$ cat src/rtl/rca_config.sv
// Shared configuration for the RCA issue sequencer: default sizes, the
// sequencer state type and the select-width helper.
package rca_config;

    localparam int DEF_NUM_RCAS       = 3;
    localparam int DEF_NUM_READ_PORTS = 5;
    localparam int DEF_XLEN           = 32;
    localparam int DEF_ID_W           = 3;
    localparam int DEF_MAX_INFLIGHT   = 8;
    localparam int DEF_CLEAR_CYCLES   = 2;

    typedef enum logic [1:0] {
        ACCEPT,
        DRAIN,
        CLEAR
    } rca_seq_state_t;

    // max(1, clog2(n)); also used for pointer and small counter widths
    function automatic int sel_width(input int n);
        return (n <= 2) ? 1 : $clog2(n);
    endfunction

endpackage

$ cat src/rtl/rca_id_fifo.sv
// In-order FIFO of in-flight instruction tags. The head is visible
// combinationally and reads as zero when empty. Depth need not be a power of 2.
module rca_id_fifo
    import rca_config::*;
#(
    parameter int DEPTH = DEF_MAX_INFLIGHT,
    parameter int WIDTH = DEF_ID_W + 1,
    localparam int PTR_W = sel_width(DEPTH),
    localparam int CNT_W = $clog2(DEPTH + 1)
) (
    input  logic             clk,
    input  logic             rst,
    input  logic             push,
    input  logic [WIDTH-1:0] push_data,
    input  logic             pop,
    output logic [WIDTH-1:0] head,
    output logic [CNT_W-1:0] count,
    output logic             full,
    output logic             empty
);

    logic [WIDTH-1:0] mem_q [DEPTH];
    logic [PTR_W-1:0] wr_ptr_q, wr_ptr_d;
    logic [PTR_W-1:0] rd_ptr_q, rd_ptr_d;
    logic [CNT_W-1:0] count_q, count_d;
    logic             do_push, do_pop;

    function automatic logic [PTR_W-1:0] ptr_inc(input logic [PTR_W-1:0] p);
        return (p == PTR_W'(DEPTH - 1)) ? '0 : p + PTR_W'(1);
    endfunction

    assign full  = (count_q == CNT_W'(DEPTH));
    assign empty = (count_q == '0);
    assign count = count_q;
    assign head  = empty ? '0 : mem_q[rd_ptr_q];

    always_comb begin
        do_push  = push && !full;
        do_pop   = pop && !empty;
        wr_ptr_d = do_push ? ptr_inc(wr_ptr_q) : wr_ptr_q;
        rd_ptr_d = do_pop ? ptr_inc(rd_ptr_q) : rd_ptr_q;
        count_d  = count_q;
        if (do_push && !do_pop) begin
            count_d = count_q + CNT_W'(1);
        end else if (!do_push && do_pop) begin
            count_d = count_q - CNT_W'(1);
        end
    end

    always_ff @(posedge clk) begin
        if (do_push) begin
            mem_q[wr_ptr_q] <= push_data;
        end
    end

    always_ff @(posedge clk or posedge rst) begin
        if (rst) begin
            wr_ptr_q <= '0;
            rd_ptr_q <= '0;
            count_q  <= '0;
        end else begin
            wr_ptr_q <= wr_ptr_d;
            rd_ptr_q <= rd_ptr_d;
            count_q  <= count_d;
        end
    end

endmodule

$ cat src/rtl/rca_issue_sequencer.sv
// Issue-side sequencer for the RCA grid: one-deep request buffer, in-order
// in-flight ID tracking, and drain + FIFO-clear sequencing on an RCA switch.
module rca_issue_sequencer
    import rca_config::*;
#(
    parameter int NUM_RCAS       = DEF_NUM_RCAS,
    parameter int NUM_READ_PORTS = DEF_NUM_READ_PORTS,
    parameter int XLEN           = DEF_XLEN,
    parameter int ID_W           = DEF_ID_W,
    parameter int MAX_INFLIGHT   = DEF_MAX_INFLIGHT,
    parameter int CLEAR_CYCLES   = DEF_CLEAR_CYCLES,
    localparam int SEL_W = sel_width(NUM_RCAS),
    localparam int CNT_W = $clog2(MAX_INFLIGHT + 1),
    localparam int DW    = NUM_READ_PORTS * XLEN
) (
    input  logic             clk,
    input  logic             rst,
    input  logic             issue_valid,
    output logic             issue_ready,
    input  logic [ID_W-1:0]  issue_id,
    input  logic [SEL_W-1:0] issue_rca_sel,
    input  logic             issue_use_instr,
    input  logic             issue_fb_instr,
    input  logic [DW-1:0]    issue_rs_data,
    output logic             grid_valid,
    output logic [ID_W-1:0]  grid_id,
    output logic [SEL_W-1:0] grid_rca_sel,
    output logic             grid_rs_valid,
    output logic [DW-1:0]    grid_rs_data,
    output logic             clear_fifos,
    output logic [SEL_W-1:0] active_rca,
    output logic             active_valid,
    input  logic             wb_commit,
    output logic [ID_W-1:0]  wb_id,
    output logic             wb_fb,
    output logic [CNT_W-1:0] inflight_count,
    output logic             busy
);

    localparam int CLR_W = sel_width(CLEAR_CYCLES);

    if (CLEAR_CYCLES < 1) begin : g_bad_clear
        $error("CLEAR_CYCLES must be at least 1");
    end
    if (MAX_INFLIGHT > (1 << ID_W)) begin : g_bad_depth
        $error("MAX_INFLIGHT must not exceed 2**ID_W");
    end

    rca_seq_state_t   state_q, state_d;
    logic             buf_valid_q, buf_valid_d;
    logic [ID_W-1:0]  buf_id_q, buf_id_d;
    logic [SEL_W-1:0] buf_sel_q, buf_sel_d;
    logic             buf_fb_q, buf_fb_d;
    logic [DW-1:0]    buf_data_q, buf_data_d;
    logic [SEL_W-1:0] active_rca_q, active_rca_d;
    logic             active_valid_q, active_valid_d;
    logic [CLR_W-1:0] clr_cnt_q, clr_cnt_d;

    logic             accept, needs_switch, room;
    logic [ID_W:0]    fifo_head;
    logic             fifo_full, fifo_empty;

    // A buffered request counts against the in-flight bound so a push can never overflow
    assign room         = (int'(inflight_count) + int'(buf_valid_q)) < MAX_INFLIGHT;
    assign issue_ready  = (state_q == ACCEPT) && room;
    assign accept       = issue_valid && issue_ready;
    assign needs_switch = !active_valid_q || (issue_rca_sel != active_rca_q);

    // Buffered requests only sit in ACCEPT once they own the grid
    assign grid_valid    = (state_q == ACCEPT) && buf_valid_q;
    assign grid_id       = buf_id_q;
    assign grid_rca_sel  = buf_sel_q;
    assign grid_rs_valid = grid_valid && buf_fb_q;
    assign grid_rs_data  = buf_data_q;
    assign clear_fifos   = (state_q == CLEAR);
    assign active_rca    = active_rca_q;
    assign active_valid  = active_valid_q;
    assign wb_id         = fifo_head[ID_W:1];
    assign wb_fb         = fifo_head[0];
    assign busy          = (state_q != ACCEPT) || buf_valid_q || (inflight_count != '0);

    always_comb begin
        state_d        = state_q;
        buf_valid_d    = buf_valid_q;
        buf_id_d       = buf_id_q;
        buf_sel_d      = buf_sel_q;
        buf_fb_d       = buf_fb_q;
        buf_data_d     = buf_data_q;
        active_rca_d   = active_rca_q;
        active_valid_d = active_valid_q;
        clr_cnt_d      = clr_cnt_q;

        unique case (state_q)
            ACCEPT: begin
                if (grid_valid) begin
                    buf_valid_d = 1'b0;
                end
                if (accept && issue_use_instr) begin
                    buf_valid_d = 1'b1;
                    buf_id_d    = issue_id;
                    buf_sel_d   = issue_rca_sel;
                    buf_fb_d    = issue_fb_instr;
                    buf_data_d  = issue_rs_data;
                    if (needs_switch) begin
                        state_d = ((inflight_count == '0) && !buf_valid_q) ? CLEAR : DRAIN;
                    end
                end
            end
            DRAIN: begin
                clr_cnt_d = '0;
                if (inflight_count == '0) begin
                    state_d = CLEAR;
                end
            end
            CLEAR: begin
                if (clr_cnt_q == CLR_W'(CLEAR_CYCLES - 1)) begin
                    clr_cnt_d      = '0;
                    state_d        = ACCEPT;
                    active_rca_d   = buf_sel_q;
                    active_valid_d = 1'b1;
                end else begin
                    clr_cnt_d = clr_cnt_q + CLR_W'(1);
                end
            end
            default: state_d = ACCEPT;
        endcase
    end

    always_ff @(posedge clk or posedge rst) begin
        if (rst) begin
            state_q        <= ACCEPT;
            buf_valid_q    <= 1'b0;
            buf_id_q       <= '0;
            buf_sel_q      <= '0;
            buf_fb_q       <= 1'b0;
            buf_data_q     <= '0;
            active_rca_q   <= '0;
            active_valid_q <= 1'b0;
            clr_cnt_q      <= '0;
        end else begin
            state_q        <= state_d;
            buf_valid_q    <= buf_valid_d;
            buf_id_q       <= buf_id_d;
            buf_sel_q      <= buf_sel_d;
            buf_fb_q       <= buf_fb_d;
            buf_data_q     <= buf_data_d;
            active_rca_q   <= active_rca_d;
            active_valid_q <= active_valid_d;
            clr_cnt_q      <= clr_cnt_d;
        end
    end

    rca_id_fifo #(
        .DEPTH (MAX_INFLIGHT),
        .WIDTH (ID_W + 1)
    ) u_id_fifo (
        .clk       (clk),
        .rst       (rst),
        .push      (grid_valid),
        .push_data ({buf_id_q, buf_fb_q}),
        .pop       (wb_commit),
        .head      (fifo_head),
        .count     (inflight_count),
        .full      (fifo_full),
        .empty     (fifo_empty)
    );

    always @(posedge clk) begin
        if (!rst) begin
            assert (!(wb_commit && fifo_empty)) else $error("wb_commit with no instruction in flight");
            assert (!(grid_valid && fifo_full)) else $error("grid issue into a full ID FIFO");
        end
    end

endmodule

$ cat config.mk
export PLATFORM = sky130hd
export DESIGN_NAME = rca_issue_sequencer
export DESIGN_NICKNAME = d
export VERILOG_FILES = /design/src/rtl/rca_config.sv /design/src/rtl/rca_id_fifo.sv /design/src/rtl/rca_issue_sequencer.sv
export SDC_FILE = /design/constraint.sdc
export NUM_CORES = 1
export LEC_CHECK = 0
export ABC_AREA = 1
export BUFFER_PORTS_ARGS = -buffer_cell sky130_fd_sc_hd__buf_2
export CAP_MARGIN = 5
export CORE_ASPECT_RATIO = 1.2
export CORE_MARGIN = 1
export CORE_UTILIZATION = 44
export CTS_CLUSTER_SIZE = 30
export DETAILED_ROUTE_END_ITERATION = 16
export GPL_TIMING_DRIVEN = 0
export PLACE_DENSITY = 0.83
export SLEW_MARGIN = 20
export SYNTH_ARGS = -nofsm -noshare
export SYNTH_HDL_FRONTEND = slang
export SYNTH_SLANG_ARGS = --single-unit
$ cat constraint.sdc
create_clock -name clk -period 5.75 [get_ports clk]
set_input_delay 1.15 -clock clk [delete_from_list [all_inputs] [get_ports clk]]
set_output_delay 1.15 -clock clk [all_outputs]
set_load 0.02 [all_outputs]
==> results.yml, run 1 <==
status:
  outcome: "finished, final reports clean"
grt:
  grt_usage_pct: 23.48
  antenna_found_initial: 7
  grt_max_degree: 35
  grt_pass1_vias: 7434
  grt_first_pass_wirelength_mm: 38.18
  grt_overflow: 0
timing:
  finClkSkew_ps: 12.17
  rsz0062_at_grt: "false"
  hold_violations: 0
  tns_ps: 0
  final-setup-viol-count: 0
  drv_slew: 0
  worst_pin_slew_ps: 497.1
  relSlewSlack_pct: 66.86
  max_freq_mhz: 307.0
  layout_min_cycle_time_ps: 3257
  period_share_pct: 56.64
logic_synthesis:
  synth-edff-count: 32
  synth_top_area_cell: "dfrtp_1"
  synth_cell_types: 27
  syn-num-nets: 1111
  synth-seq-cells: 215
  yosysWarningCount: 0
  async_reset_ff_share_pct: 85.12
  yosysSeqAreaShare_pct: 61.82
  synth.area.top_cells: "dfrtp_1 (51%), edfxtp_1 (11%), nand2_1 (8.5%)"
  synth_common_cells: "nand2_1 (203), inv_1 (187), dfrtp_1 (183), o21ai_0 (82), o21ai_1 (76)"
  synth_most_common_cell: "nand2_1"
  yosys_most_used_dff: "dfrtp_1"
  synth_top_area_share_pct: 51.10
  synthCells: 929
  netlist_area_um2: 8962
  synth.avg_cell_area_um2: 9.647
power:
  p_per_area_nw_per_um2: 578.8
  p_leak_nw: 6.711
  vdd_drop_max_mv: 0.3519
setup_path:
  r2r-start: "state_q[0]"
  worstPathArrival_ps: 2110
  crit_slowest_cell: "clkbuf_1"
  cp_slowest_stage_delay_ps: 360
  worstPathRequired_ps: 4600
  start_kind: "flip-flop"
  critPathCaptureType: "output pin"
  cp_max_fo: 10
  cp_cell_sequence: "buf_2 -> clkbuf_1 -> o21ai_0 -> o211ai_1 -> nand2_1 -> nor2_1 -> buf_2"
  r2r_slack_ps: 3110
  rr_worst_depth: 12
  crit_path_frequent_cell: "buf_2"
  crit_type: "flip-flop to output pin"
  r2r_end: "u_id_fifo.count[3]"
placed_design:
  io_buffer_count: 351
  gp_congestion: 0.8471
  placed_cell_area_um2: 11170
  dp_hpwl_mm: 19.09
detailed_routing:
  drt_iter0_drc: 304
  vias: 7494
  finalWirelength_mm: 24.64
  drc_errors: 0
  ant_nets: 0
  wl_per_cell_um: 15.48
  drtPass1Iterations: 5
  viasPerCell: 4.707
cells_and_area:
  multiInputGateArea_um2: 2374
  fillers: 1620
  syn2layout_area_growth_pct: 33.24
  final_area_um2: 11940
  nNetsFinal: 1492
  seqCellArea_um2: 5540
  drive_gt1_share_pct: 34.77
clocking:
  clk_path_buf_depth: 3
  cts_hold_buf: 0
  h-tree-depth: 1
  numCtsBuffers: 22
  cts_setup_buffers: 0
  tritoncts: "yes"
  clkTransAtPathRegs_ps: 60
  cts.sinks: 215
  post_cts_resized: 0
  cts_root_buf: "clkbuf_16"
  insertion_delay_ps: 490
worst_hold_path:
  hold_path.class: "flip-flop to flip-flop"
  hold_depth: 2
  min_from: "grid_rs_data[123]"
  whs_endpoint: "grid_rs_data[123]"
die:
  dieArea_um2: 20950
  io_pins: 352
  rows: 56
  coreArea_um2: 19760
  initial_core_util_pct: 45.36
  fp.dieH_um: 158.3
  fp.dieW_um: 132.3
run:
  cap_violations: 0
logic make-up after synthesis:
family          Yosys count  synth area share (%)
compound gates          203                 12.80
buf+inv                 230                 11.70
mux                       1                0.1256
fa+ha+maj                11                 1.619
simple gates            265                 11.55
xor+xnor                  4                0.3910
flops                   215                 61.82
report_power, final:
part	switching (mW)	leakage (nW)	total [mW]	internal, mW
registers	0.378	2.57	2.57	2.19
logic	1.87	3.77	2.85	0.982
clock network	0.580	0.372	1.49	0.912
total	2.83	6.71	6.91	4.08
layer usage:
layer	share of wire (%)	vias up	global-route usage [%]
li1	-	3633	-
met1	36	3499	25.74
met2	52	300	43.21
met3	8.2	58	6.399
met4	3.7	4	9.414
met5	0.10	-	0
placed cells by master, fill, tap and decap left out, types with 5 or more instances in the layout:
master and count:
buf_2 360, nand2_1 203, inv_1 186, dfrtp_1 183, o21ai_0 82, o21ai_1 76
nor2_1 49, edfxtp_1 32, o21ai_2 29, buf_6 23, clkbuf_16 23, clkbuf_1 13
ha_1 10, nand3_1 7, a21oi_1 7, buf_12 6, diode_2 5, clkinv_2 5
worst max-delay path by stage:
stage / start / end / slack (ps) / cells past startpoint
detailed placement: u_id_fifo.rd_ptr_q[0] / wb_id[2] / 3020 / 7
CTS: u_id_fifo.rd_ptr_q[0] / wb_id[2] / 2490 / 7
finish: u_id_fifo.rd_ptr_q[0] / wb_id[0] / 2490 / 7
floorplan: rst / active_rca[0] / 2250 / 1
global route: u_id_fifo.rd_ptr_q[0] / wb_fb / 2310 / 7
global placement: rst / grid_rs_data[79] / 1130 / 2
cell type report:
| cell class | count | share of cell area, % |
|---|---|---|
| tap | 261 | 2.735 |
| inverter | 188 | 5.941 |
| clock buffer | 27 | 4.945 |
| buffer | 42 | 2.871 |
| clock inverter | 13 | 1.414 |
| timing repair buffer | 357 | 15.72 |
| sequential | 215 | 46.40 |
| antenna | 5 | 0.1048 |
| multi-input combinational | 484 | 19.88 |
critical path: cells and delay by family (launching register included):
kind            cells  cell delay (ps)
compound gates      2              330
buf+inv             3              750
flops               1              340
simple gates        2              190
flip-flops by register name, summed over array words and instances (netlist names):
name / count
active_rca: 2
active_valid: 1
buf_fb_q: 1
buf_valid_q: 1
clr_cnt_q: 1
grid_id: 3
grid_rca_sel: 2
grid_rs_data: 160
state_q: 2
u_id_fifo.count: 4
u_id_fifo.mem_q: 32
u_id_fifo.rd_ptr_q: 3
u_id_fifo.wr_ptr_q: 3
per-stage QoR:
step / worst slack [ps] / utilization, % / hold slack [ps] / power [mW] / instances
after floorplan: 2249 / - / 466.5 / 4.368 / 929
after global placement: 1125 / 55.92 / 460.4 / 5.331 / 1541
after detailed placement: 3024 / 56.53 / 464.7 / 5.443 / 1547
after CTS: 2491 / 60.37 / 480.5 / 6.964 / 1587
after global routing: 2310 / 60.40 / 507.6 / 7.366 / 1589
final: 2493 / 60.44 / 480.6 / 6.912 / 1592
Power figures use the tool's default switching activity.
==> inputs of run 2 (changes only) <==
- clock period: 5.75 -> 2.8 ns (I/O delays scaled with it)
==> results.yml, run 2 (synthesis results as in run 1) <==
status:
  outcome: "finished, final reports clean"
cells_and_area:
  nNetsFinal: 1492
  mostFrequentLayoutCell: "buf_2"
  drive_gt1_share_pct: 34.92
  syn2layout_area_growth_pct: 33.35
  stdcell_count: 1592
  layout_common_cells: "buf_2 (360), nand2_1 (203), inv_1 (185)"
  fillers: 1619
  largest_reg_flops: 160
clocking:
  cts_hold_buf: 0
  numCtsBuffers: 22
  clk_path_buf_depth: 3
  tritoncts: "yes"
  cts_root_buf: "clkbuf_16"
  clkTransAtPathRegs_ps: 70
  insertion_delay_ps: 490
  cts_setup_buffers: 0
  h-tree-depth: 1
  cts.sinks: 215
die:
  io_pins: 352
  fp.dieW_um: 132.3
  initial_core_util_pct: 45.36
  dieArea_um2: 20950
  rows: 56
  coreArea_um2: 19760
  fp.dieH_um: 158.3
timing:
  max_freq_mhz: 390.3
  finClkSkew_ps: 12.81
  layout_min_cycle_time_ps: 2562
  period_share_pct: 91.49
  drv_slew: 0
  setup_slack_ps: 238.2
  tns_ps: 0
  worst_pin_slew_ps: 507.3
  hold_violations: 0
  rsz0062_at_grt: "false"
  relSlewSlack_pct: 66.18
  final-setup-viol-count: 0
  holdWs_ps: 54.75
detailed_routing:
  ant_nets: 0
  vias: 7471
  drc_errors: 0
  wl_per_cell_um: 15.55
  viasPerCell: 4.693
  drt_iter0_drc: 356
  finalWirelength_mm: 24.76
  drtPass1Iterations: 5
power:
  vdd_drop_max_mv: 0.7327
  switchingPower_mw: 5.824
  p_per_area_nw_per_um2: 1189
  p_int_mw: 8.389
  sw_frac_of_total_pct: 40.98
  seqPwrFrac_pct: 37.1
  p_comb_share_pct: 41.4
  pwr-share-clk_pct: 21.6
  p_leak_nw: 6.714
  power_mw: 14.21
placed_design:
  dp.cells: 1547
  io_buffer_count: 351
  dp_slack_ps: 160.8
  gp_congestion: 0.8471
  dp_hpwl_mm: 19.09
worst_hold_path:
  hold_path.class: "input port to async pin"
setup_path:
  crit_type: "flip-flop to output pin"
  crit_path_start: "u_id_fifo.rd_ptr_q[1]"
  start_kind: "flip-flop"
  r2r-start: "state_q[0]"
  critPathCaptureType: "output pin"
  worstPathRequired_ps: 2240
  worstPathArrival_ps: 2000
  cp_max_fo: 10
grt:
  antenna_found_initial: 7
  grt_first_pass_wirelength_mm: 38.18
  grt_pass1_vias: 7434
  grt_overflow: 0
  grt_max_degree: 35
  grt_usage_pct: 23.48
run:
  cap_violations: 0
run 2: path summary, 6_finish.rpt:
| path | to | slack, ps | cells past startpoint |
|---|---|---|---|
| min | grid_rs_data[18] | 50 | 2 |
| max | wb_id[2] | 240 | 6 |
| min reg2reg | grid_rs_data[123] | 480 | 2 |
| max in group asynchronous | grid_rs_data[87] | 1770 | 5 |
| min in group clk | grid_rs_data[7] | 290 | 3 |
| max reg2reg | u_id_fifo.count[3] | 270 | 12 |
run 2: repair_timing:
action / CTS / global route
endpoints found under the setup margin: 0 / 4
resized for setup: 0 / 4
endpoints found under the hold margin: 0 / 0
run 2: worst max-delay path, cell delays in order (launching register included):
cell and delay [ps]:
dfrtp_1 400, clkbuf_1 320, o21ai_0 170, o22ai_1 270
nor2_1 70, nor2_1 110, buf_2 170
run 2: per-layer routing:
layer	vias up	GRT usage (%)	part of all wire, %
li1	3635	-	-
met1	3487	25.74	37
met2	288	43.21	52
met3	57	6.399	7.5
met4	4	9.414	3.6
met5	-	0	0.10
run 2: power groups by stage:
stage | registers, mW | logic (mW) | clock network [mW]
5_1_grt | 5.43 | 6.45 | 3.27
4_1_cts | 5.26 | 5.92 | 3.12
3_5_place_dp | 5.28 | 5.90 | 0
3_3_place_gp | 5.24 | 5.71 | 0
6_report | 5.27 | 5.88 | 3.06
2_1_floorplan | 6.61 | 2.36 | 0
run 2: layout make-up:
cell class	count	area [µm²]	share of cell area, %
Antenna cell	5	12.51	0.1047
Buffer	42	344.1	2.879
Clock buffer	27	590.6	4.941
Clock inverter	13	168.9	1.413
Inverter	188	709.4	5.936
Multi-Input combinational cell	484	2382	19.93
Sequential cell	215	5540	46.36
Tap cell	261	326.6	2.732
Timing Repair Buffer	357	1877	15.70
run 2: metrics by stage:
step	instance area [µm²]	utilization [%]
after global routing	11940	60.45
final	11950	60.49
after detailed placement	11170	56.53
after CTS	11930	60.37
after floorplan	8966	-
after global placement	11050	55.92
